### src/rtl/vcop_pkg.sv
// Shared types and constants for the vector coprocessor issue controller.
// Register width is fixed at VLEN bits; element counts follow from SEW and LMUL grouping.
package vcop_pkg;

  typedef enum logic [2:0] {
    OP_VXOR     = 3'd0,
    OP_VMACC    = 3'd1,
    OP_VREDSUM  = 3'd2,
    OP_VSLIDEUP = 3'd3,
    OP_VRGATHER = 3'd4
  } vop_e;

  typedef enum logic [2:0] {
    ST_IDLE,
    ST_CHK,
    ST_READ,
    ST_EXEC,
    ST_WB,
    ST_DONE
  } state_e;

  localparam int unsigned BEATS_LMUL1 = 4;
  localparam int unsigned VLEN        = 128;

  localparam int unsigned ELEMS_E8_M1  = VLEN / 8;
  localparam int unsigned ELEMS_E8_M4  = ELEMS_E8_M1 * BEATS_LMUL1;
  localparam int unsigned ELEMS_E32_M1 = VLEN / 32;
  localparam int unsigned ELEMS_E32_M4 = ELEMS_E32_M1 * BEATS_LMUL1;

  function automatic logic [6:0] elem_count(input logic sew, input logic lmul);
    logic [6:0] n;
    case ({sew, lmul})
      2'b00:   n = 7'(ELEMS_E8_M1);
      2'b01:   n = 7'(ELEMS_E8_M4);
      2'b10:   n = 7'(ELEMS_E32_M1);
      default: n = 7'(ELEMS_E32_M4);
    endcase
    return n;
  endfunction

endpackage

### src/rtl/vcop_legal_chk.sv
// Combinational legality check for one latched vector instruction.
// Flags bad opcodes, misaligned LMUL groups, vd/vs2 overlap for permutes and out-of-range slide offsets.
module vcop_legal_chk
  import vcop_pkg::*;
#(
  parameter int unsigned OP_W = 3
) (
  input  logic [OP_W-1:0] op,
  input  logic [4:0]      vd,
  input  logic [4:0]      vs1,
  input  logic [4:0]      vs2,
  input  logic [4:0]      uimm,
  input  logic            lmul,
  input  logic            sew,
  output logic            illegal
);

  logic       op_bad;
  logic       is_redsum;
  logic       is_permute;
  logic       is_slide;
  logic       mis_vd_vs2;
  logic       mis_vs1;
  logic       overlap;
  logic       slide_oob;
  logic [5:0] span;
  logic [5:0] vd_w;
  logic [5:0] vs2_w;

  always_comb begin
    op_bad     = (int'(op) > int'(OP_VRGATHER));
    is_redsum  = (op == OP_W'(OP_VREDSUM));
    is_slide   = (op == OP_W'(OP_VSLIDEUP));
    is_permute = is_slide || (op == OP_W'(OP_VRGATHER));

    mis_vd_vs2 = lmul && ((vd[1:0] != 2'b00) || (vs2[1:0] != 2'b00));
    mis_vs1    = lmul && !is_redsum && (vs1[1:0] != 2'b00);

    // Inclusive register ranges; widened so vd+3 cannot wrap before comparing.
    span    = lmul ? 6'(BEATS_LMUL1 - 1) : 6'd0;
    vd_w    = {1'b0, vd};
    vs2_w   = {1'b0, vs2};
    overlap = is_permute && (vd_w <= vs2_w + span) && (vs2_w <= vd_w + span);

    slide_oob = is_slide && ({2'b00, uimm} >= elem_count(sew, lmul));

    illegal = op_bad || mis_vd_vs2 || mis_vs1 || overlap || slide_oob;
  end

endmodule

### src/rtl/vcop_issue_ctrl.sv
// Single-issue sequencer for the vector coprocessor datapath: accept, check, then beat-by-beat READ/EXEC/WB.
// Optional build macro VCOP_PERF_CNT_EN adds perf_cycles/perf_insns counter ports.
module vcop_issue_ctrl
  import vcop_pkg::*;
#(
  parameter int unsigned RD_LAT   = 1,
  parameter int unsigned MACC_LAT = 2,
  parameter int unsigned OP_W     = 3
) (
  input  logic            vsi_clk,
  input  logic            vsi_rst_n,
  input  logic            cmd_valid,
  output logic            cmd_ready,
  input  logic [OP_W-1:0] cmd_op,
  input  logic [4:0]      cmd_vd,
  input  logic [4:0]      cmd_vs1,
  input  logic [4:0]      cmd_vs2,
  input  logic [4:0]      cmd_uimm,
  input  logic            cmd_lmul,
  input  logic            cmd_sew,
  output logic            exec_en,
  output logic            is_vxor,
  output logic            is_vmacc,
  output logic            is_vredsum,
  output logic            is_vslideup,
  output logic            is_vrgather,
  output logic            vsi_lmul,
  output logic            vsi_sew,
  output logic [4:0]      vd_addr,
  output logic [4:0]      vs1_addr,
  output logic [4:0]      vs2_addr,
  output logic [4:0]      uimm,
  output logic [1:0]      beat_idx,
  output logic            rf_we,
  output logic            done,
  output logic            done_err
`ifdef VCOP_PERF_CNT_EN
  ,
  output logic [31:0]     perf_cycles,
  output logic [31:0]     perf_insns
`endif
);

  localparam logic [7:0] RD_LAST   = 8'(RD_LAT - 1);
  localparam logic [7:0] MACC_LAST = 8'(MACC_LAT - 1);

  state_e          state_q;
  state_e          state_d;
  logic [OP_W-1:0] op_q;
  logic [7:0]      cnt_q;
  logic            err_q;
  logic            illegal;
  logic            accept;
  logic            busy;
  logic            grouped;
  logic            last_beat;
  logic            exec_last;

  vcop_legal_chk #(
    .OP_W(OP_W)
  ) u_legal_chk (
    .op      (op_q),
    .vd      (vd_addr),
    .vs1     (vs1_addr),
    .vs2     (vs2_addr),
    .uimm    (uimm),
    .lmul    (vsi_lmul),
    .sew     (vsi_sew),
    .illegal (illegal)
  );

  // vredsum consumes the whole group in one beat, so only other grouped ops step through beats.
  assign grouped   = vsi_lmul && (op_q != OP_W'(OP_VREDSUM));
  assign last_beat = !grouped || (beat_idx == 2'(BEATS_LMUL1 - 1));
  assign exec_last = (op_q == OP_W'(OP_VMACC)) ? (cnt_q == MACC_LAST) : 1'b1;
  assign accept    = cmd_valid && cmd_ready;
  assign busy      = (state_q != ST_IDLE);

  assign is_vxor     = busy && (op_q == OP_W'(OP_VXOR));
  assign is_vmacc    = busy && (op_q == OP_W'(OP_VMACC));
  assign is_vredsum  = busy && (op_q == OP_W'(OP_VREDSUM));
  assign is_vslideup = busy && (op_q == OP_W'(OP_VSLIDEUP));
  assign is_vrgather = busy && (op_q == OP_W'(OP_VRGATHER));

  always_ff @(posedge vsi_clk or negedge vsi_rst_n) begin
    if (!vsi_rst_n) begin
      state_q <= ST_IDLE;
    end else begin
      state_q <= state_d;
    end
  end

  always_comb begin
    state_d   = state_q;
    cmd_ready = 1'b0;
    exec_en   = 1'b0;
    rf_we     = 1'b0;
    done      = 1'b0;
    done_err  = 1'b0;
    case (state_q)
      ST_IDLE: begin
        // Gated by reset so the handshake is quiet while reset is held.
        cmd_ready = vsi_rst_n;
        if (cmd_valid && vsi_rst_n) state_d = ST_CHK;
      end
      ST_CHK: begin
        state_d = illegal ? ST_DONE : ST_READ;
      end
      ST_READ: begin
        if (cnt_q == RD_LAST) state_d = ST_EXEC;
      end
      ST_EXEC: begin
        exec_en = 1'b1;
        if (exec_last) state_d = ST_WB;
      end
      ST_WB: begin
        exec_en = 1'b1;
        rf_we   = 1'b1;
        state_d = last_beat ? ST_DONE : ST_READ;
      end
      ST_DONE: begin
        done     = 1'b1;
        done_err = err_q;
        state_d  = ST_IDLE;
      end
      default: state_d = ST_IDLE;
    endcase
  end

  always_ff @(posedge vsi_clk or negedge vsi_rst_n) begin
    if (!vsi_rst_n) begin
      cnt_q <= '0;
    end else if (state_d != state_q) begin
      cnt_q <= '0;
    end else begin
      cnt_q <= cnt_q + 8'd1;
    end
  end

  always_ff @(posedge vsi_clk or negedge vsi_rst_n) begin
    if (!vsi_rst_n) begin
      op_q     <= '0;
      vd_addr  <= '0;
      vs1_addr <= '0;
      vs2_addr <= '0;
      uimm     <= '0;
      vsi_lmul <= 1'b0;
      vsi_sew  <= 1'b0;
      beat_idx <= '0;
      err_q    <= 1'b0;
    end else if (accept) begin
      op_q     <= cmd_op;
      vd_addr  <= cmd_vd;
      vs1_addr <= cmd_vs1;
      vs2_addr <= cmd_vs2;
      uimm     <= cmd_uimm;
      vsi_lmul <= cmd_lmul;
      vsi_sew  <= cmd_sew;
      beat_idx <= '0;
      err_q    <= 1'b0;
    end else begin
      if (state_q == ST_CHK) err_q <= illegal;
      // More beats only exist for grouped ops, so every operand steps to the next group register.
      if (state_q == ST_WB && !last_beat) begin
        beat_idx <= beat_idx + 2'd1;
        vd_addr  <= vd_addr + 5'd1;
        vs1_addr <= vs1_addr + 5'd1;
        vs2_addr <= vs2_addr + 5'd1;
      end
    end
  end

`ifdef VCOP_PERF_CNT_EN
  always_ff @(posedge vsi_clk or negedge vsi_rst_n) begin
    if (!vsi_rst_n) begin
      perf_cycles <= '0;
      perf_insns  <= '0;
    end else begin
      if (busy) perf_cycles <= perf_cycles + 32'd1;
      if (done && !done_err) perf_insns <= perf_insns + 32'd1;
    end
  end
`endif

endmodule
### config.mk
export PLATFORM = sky130hd
export DESIGN_NAME = vcop_issue_ctrl
export DESIGN_NICKNAME = d
export VERILOG_FILES = /design/src/rtl/vcop_pkg.sv /design/src/rtl/vcop_legal_chk.sv /design/src/rtl/vcop_issue_ctrl.sv
export SDC_FILE = /design/constraint.sdc
export NUM_CORES = 1
export LEC_CHECK = 0
export BUFFER_PORTS_ARGS = -buffer_cell sky130_fd_sc_hd__buf_2
export CAP_MARGIN = 20
export CORE_MARGIN = 3
export CORE_UTILIZATION = 54
export DETAILED_ROUTE_END_ITERATION = 10
export GPL_ROUTABILITY_DRIVEN = 0
export MAX_ROUTING_LAYER = met4
export PLACE_DENSITY = 0.79
export SETUP_SLACK_MARGIN = 0.1
export SLEW_MARGIN = 20
export SYNTH_ARGS = -nofsm -noshare
export SYNTH_HDL_FRONTEND = slang
export SYNTH_SLANG_ARGS = --single-unit
### constraint.sdc
create_clock -name vsi_clk -period 3 [get_ports vsi_clk]
set_input_delay 0.15 -clock vsi_clk [delete_from_list [all_inputs] [get_ports vsi_clk]]
set_output_delay 0.15 -clock vsi_clk [all_outputs]
set_load 0.05 [all_outputs]
==> impl_results.md <==
- Die Y-Extent: 75.4 um
- Post-synthesis compound-gate area fraction: 13.9%
- Worst path cell trace: buf_4 -> ha_1 -> a21o_1 -> nand2_1 -> xor2_1 -> ha_1 -> and3_1 -> o21a_1 -> o311ai_2 -> a31oi_2 -> a221o_1
- TritonCTS clock tree: done
- Leak pwr: roughly 1.6 nW
- Clock Path Buffers: 2
- H-tree Lvls: 2
- Syn Area/Cell: 9.10 um^2
- Ys Warns: 0
- Worst endpoint required time: 3.18 ns
- Critical Path Source Type: register
- CP max stage cell: dfrtp_2
- Setup TNS: 0 ns
- Leading cell type in the layout, fill and taps excluded: buf_2
- Synth top area share: 37.5%
- DIE AREA: 5690 um^2
- Xor and xnor fraction of the mapped netlist area: between 4 and 5%
- Met2 wire length: 3060 um
- F_max: 0.355 GHz
- Most frequent cells in the layout: buf_2, nand2_1, dfrtp_1
- FP Rows: 24
- DRC violation count after routing: 0
- Yosys top cell by area: dfrtp_1
- CP max stage delay: 0.45 ns
- P per Cell Area: between 1000 and 1500 nW/um^2
- FFs w/ async S/R, synth: 100%
- Largest family of logic cells by synthesized area: simple AND/OR/NAND/NOR gates
- Yosys cell types: 50
- Total power: 3.93 mW
- Post-route minimum period: 2.82 ns
- Iter 0 DRT Violations: 147
- Maxcap violations: 0
- Die width: 75.4 um
- Fin Clk Skew: about 0.0086 ns
- Clk root buf: clkbuf_8
- Syn-to-layout area delta: 18.9%
- Hold Crit Class: in2reg
- Post-synthesis cell count: 286
- First-pass GRT wire length: 10400 um
- Crit path arrival time: 3.00 ns
- Worst-Margin Slew: about 0.56 ns
- Post-layout net count: 410
- Ant diodes: 0
- Setup violators final: 0
- Mux cell area share after synthesis: 0%
- Slew margin rel.: 62.9%
- Worst-path clk slew: 0.08 ns
- Net Count, Synth: roughly 340
- Post-synth EDFFs: 0
- Met3 WL: 351 um
- Endpoints failing hold: 0
- WL final: 6400 um
- Final HPWL DP: 4710 um
- Initial antenna violation count: 0
- Layout cell share with drive strength beyond 1: 25.8%
- Core area: 4500 um^2
- Largest net degree at the start of global routing: 35
- Synthesized area: 2600 um^2
- Clock latency on the worst-skew pair: a little under 0.3 ns
- Tcrit/Tclk final: 93.9%
- Crit Path Max Fanout: 6
- Yosys reg bits: 39
- Routed len/inst: 15.8 um
- Maximum resistive drop on vdd: just under 0.7 mV
- Total track usage: 24.8%
- Synth top area cells: dfrtp_1, ha_1, nand2_1, a221o_1, nand3_1
- Simple-gate area share of the yosys netlist: between 20% and 30%
- Most used flip-flop cell after synthesis: dfrtp_1
- Congestion Overflow GR: 0
- Starting Density: about 58%
- Via count: 2336
- Sink Count: 39
- First-pass DRT Iterations: 4
- Count of pins over their slew limit: 0
- Via-per-instance ratio: around 5.8
- Met1 WL: 2860 um
- Max layer used: met4
- CP endpoint kind: register
- Vias in the first global route: 2201
- Status: completed
- Adder-Cell Fraction of Synth Area: 15.0%
- CP dominant cell by count: ha_1
- RSZ-0062 raised after global routing: false
- Seq/Total Area, Yosys: 37.5%
- Cts bufs inserted: 5
- I/O Buffers: 61
- WS Path Type: reg2reg
- Fillers: 368
- Post-route ant nets: 0
- Num ports: 62
[path summary, 6_finish.rpt]
check	cells after the start	slack [ns]	from	to
max	11	0.18	vsi_lmul	state_q[1]
min	3	0.05	cmd_op[0]	op_q[0]
max reg2reg	11	0.18	vsi_lmul	state_q[1]
min reg2reg	2	0.51	uimm[1]	uimm[1]
max in group asynchronous	3	2.06	vsi_rst_n	uimm[2]
min in group asynchronous	2	0.24	vsi_rst_n	vsi_lmul
[layout make-up]
class | count | area [um^2] | area share (%)
multi-input combinational | 221 | 1540 | 49.6
tap | 52 | 65.1 | 2.10
sequential | 39 | 977 | 31.6
inverter | 15 | 56.3 | 1.82
timing repair buffer | 70 | 375 | 12.1
clock inverter | 2 | 12.5 | 0.404
clock buffer | 6 | 72.6 | 2.34
[metal layers]
metal / GRT usage (%) / vias to the layer above
met5: - / -
met4: 9.71 / 0
met3: 4.88 / 15
met2: 36.1 / 67
met1: 33.9 / 1111
li1: - / 1143
[metrics by stage]
| step | cells | cell area (um^2) | setup WS [ns] | hold WS [ns] | utilization (%) |
|---|---|---|---|---|---|
| final | 405 | 3100 | 0.182 | 0.0468 | 68.7 |
| after global routing | 405 | 3100 | 0.0870 | 0.0547 | 68.7 |
| after CTS | 404 | 3070 | 0.171 | 0.0370 | 68.2 |
| after detailed placement | 395 | 2980 | 0.178 | 0.0241 | 66.1 |
| after global placement | 395 | 2980 | 0.246 | 0.0179 | 66.1 |
| after floorplan | 286 | 2610 | 0.123 | -0.146 | - |
[timing repair]
item,CTS,global route
endpoints found under the hold margin,6,0
buffers inserted,0,1
hold buffers,1,0
resized for setup,0,3
setup endpoints to repair,0,4
[cell usage after synthesis (7+ instances only)]
cell       n
nand2_1   45
dfrtp_1   39
ha_1      28
nor2_1    24
nand3_1   18
inv_1     15
a221o_1    9
nor2b_1    8
xor2_1     8
a21o_1     7
clkbuf_1   7
o21ai_0    7
[sequential cells by signal (all words and copies together), names as in the netlist]
name	flops
cnt_q	8
uimm	5
vd_addr	5
vs1_addr	5
vs2_addr	5
op_q	3
state_q	3
beat_idx	2
err_q	1
vsi_lmul	1
vsi_sew	1
[cell families after synthesis]
logic type / Yosys count
AND/OR/NAND/NOR: 128
flip-flops: 39
buffers and inverters: 26
AO/OA/AOI/OAI: 50
adder cells (fa/ha/maj): 30
XOR/XNOR: 13
[report_power, final]
part / internal [mW] / switching (mW)
combinational: 0.897 / 1.63
sequential: 0.735 / 0.319
clock: 0.163 / 0.193
[worst max-delay path, delay by kind of cell, from the launching register on]
| family | cells | cell delay (ns) |
|---|---|---|
| flip-flops | 1 | 0.45 |
| AND/OR/NAND/NOR | 2 | 0.27 |
| adder cells (fa/ha/maj) | 2 | 0.55 |
| XOR/XNOR | 1 | 0.19 |
| AO/OA/AOI/OAI | 5 | 1.08 |
| buffers and inverters | 1 | 0.17 |
No activity file was read; power rests on OpenSTA's default activity.
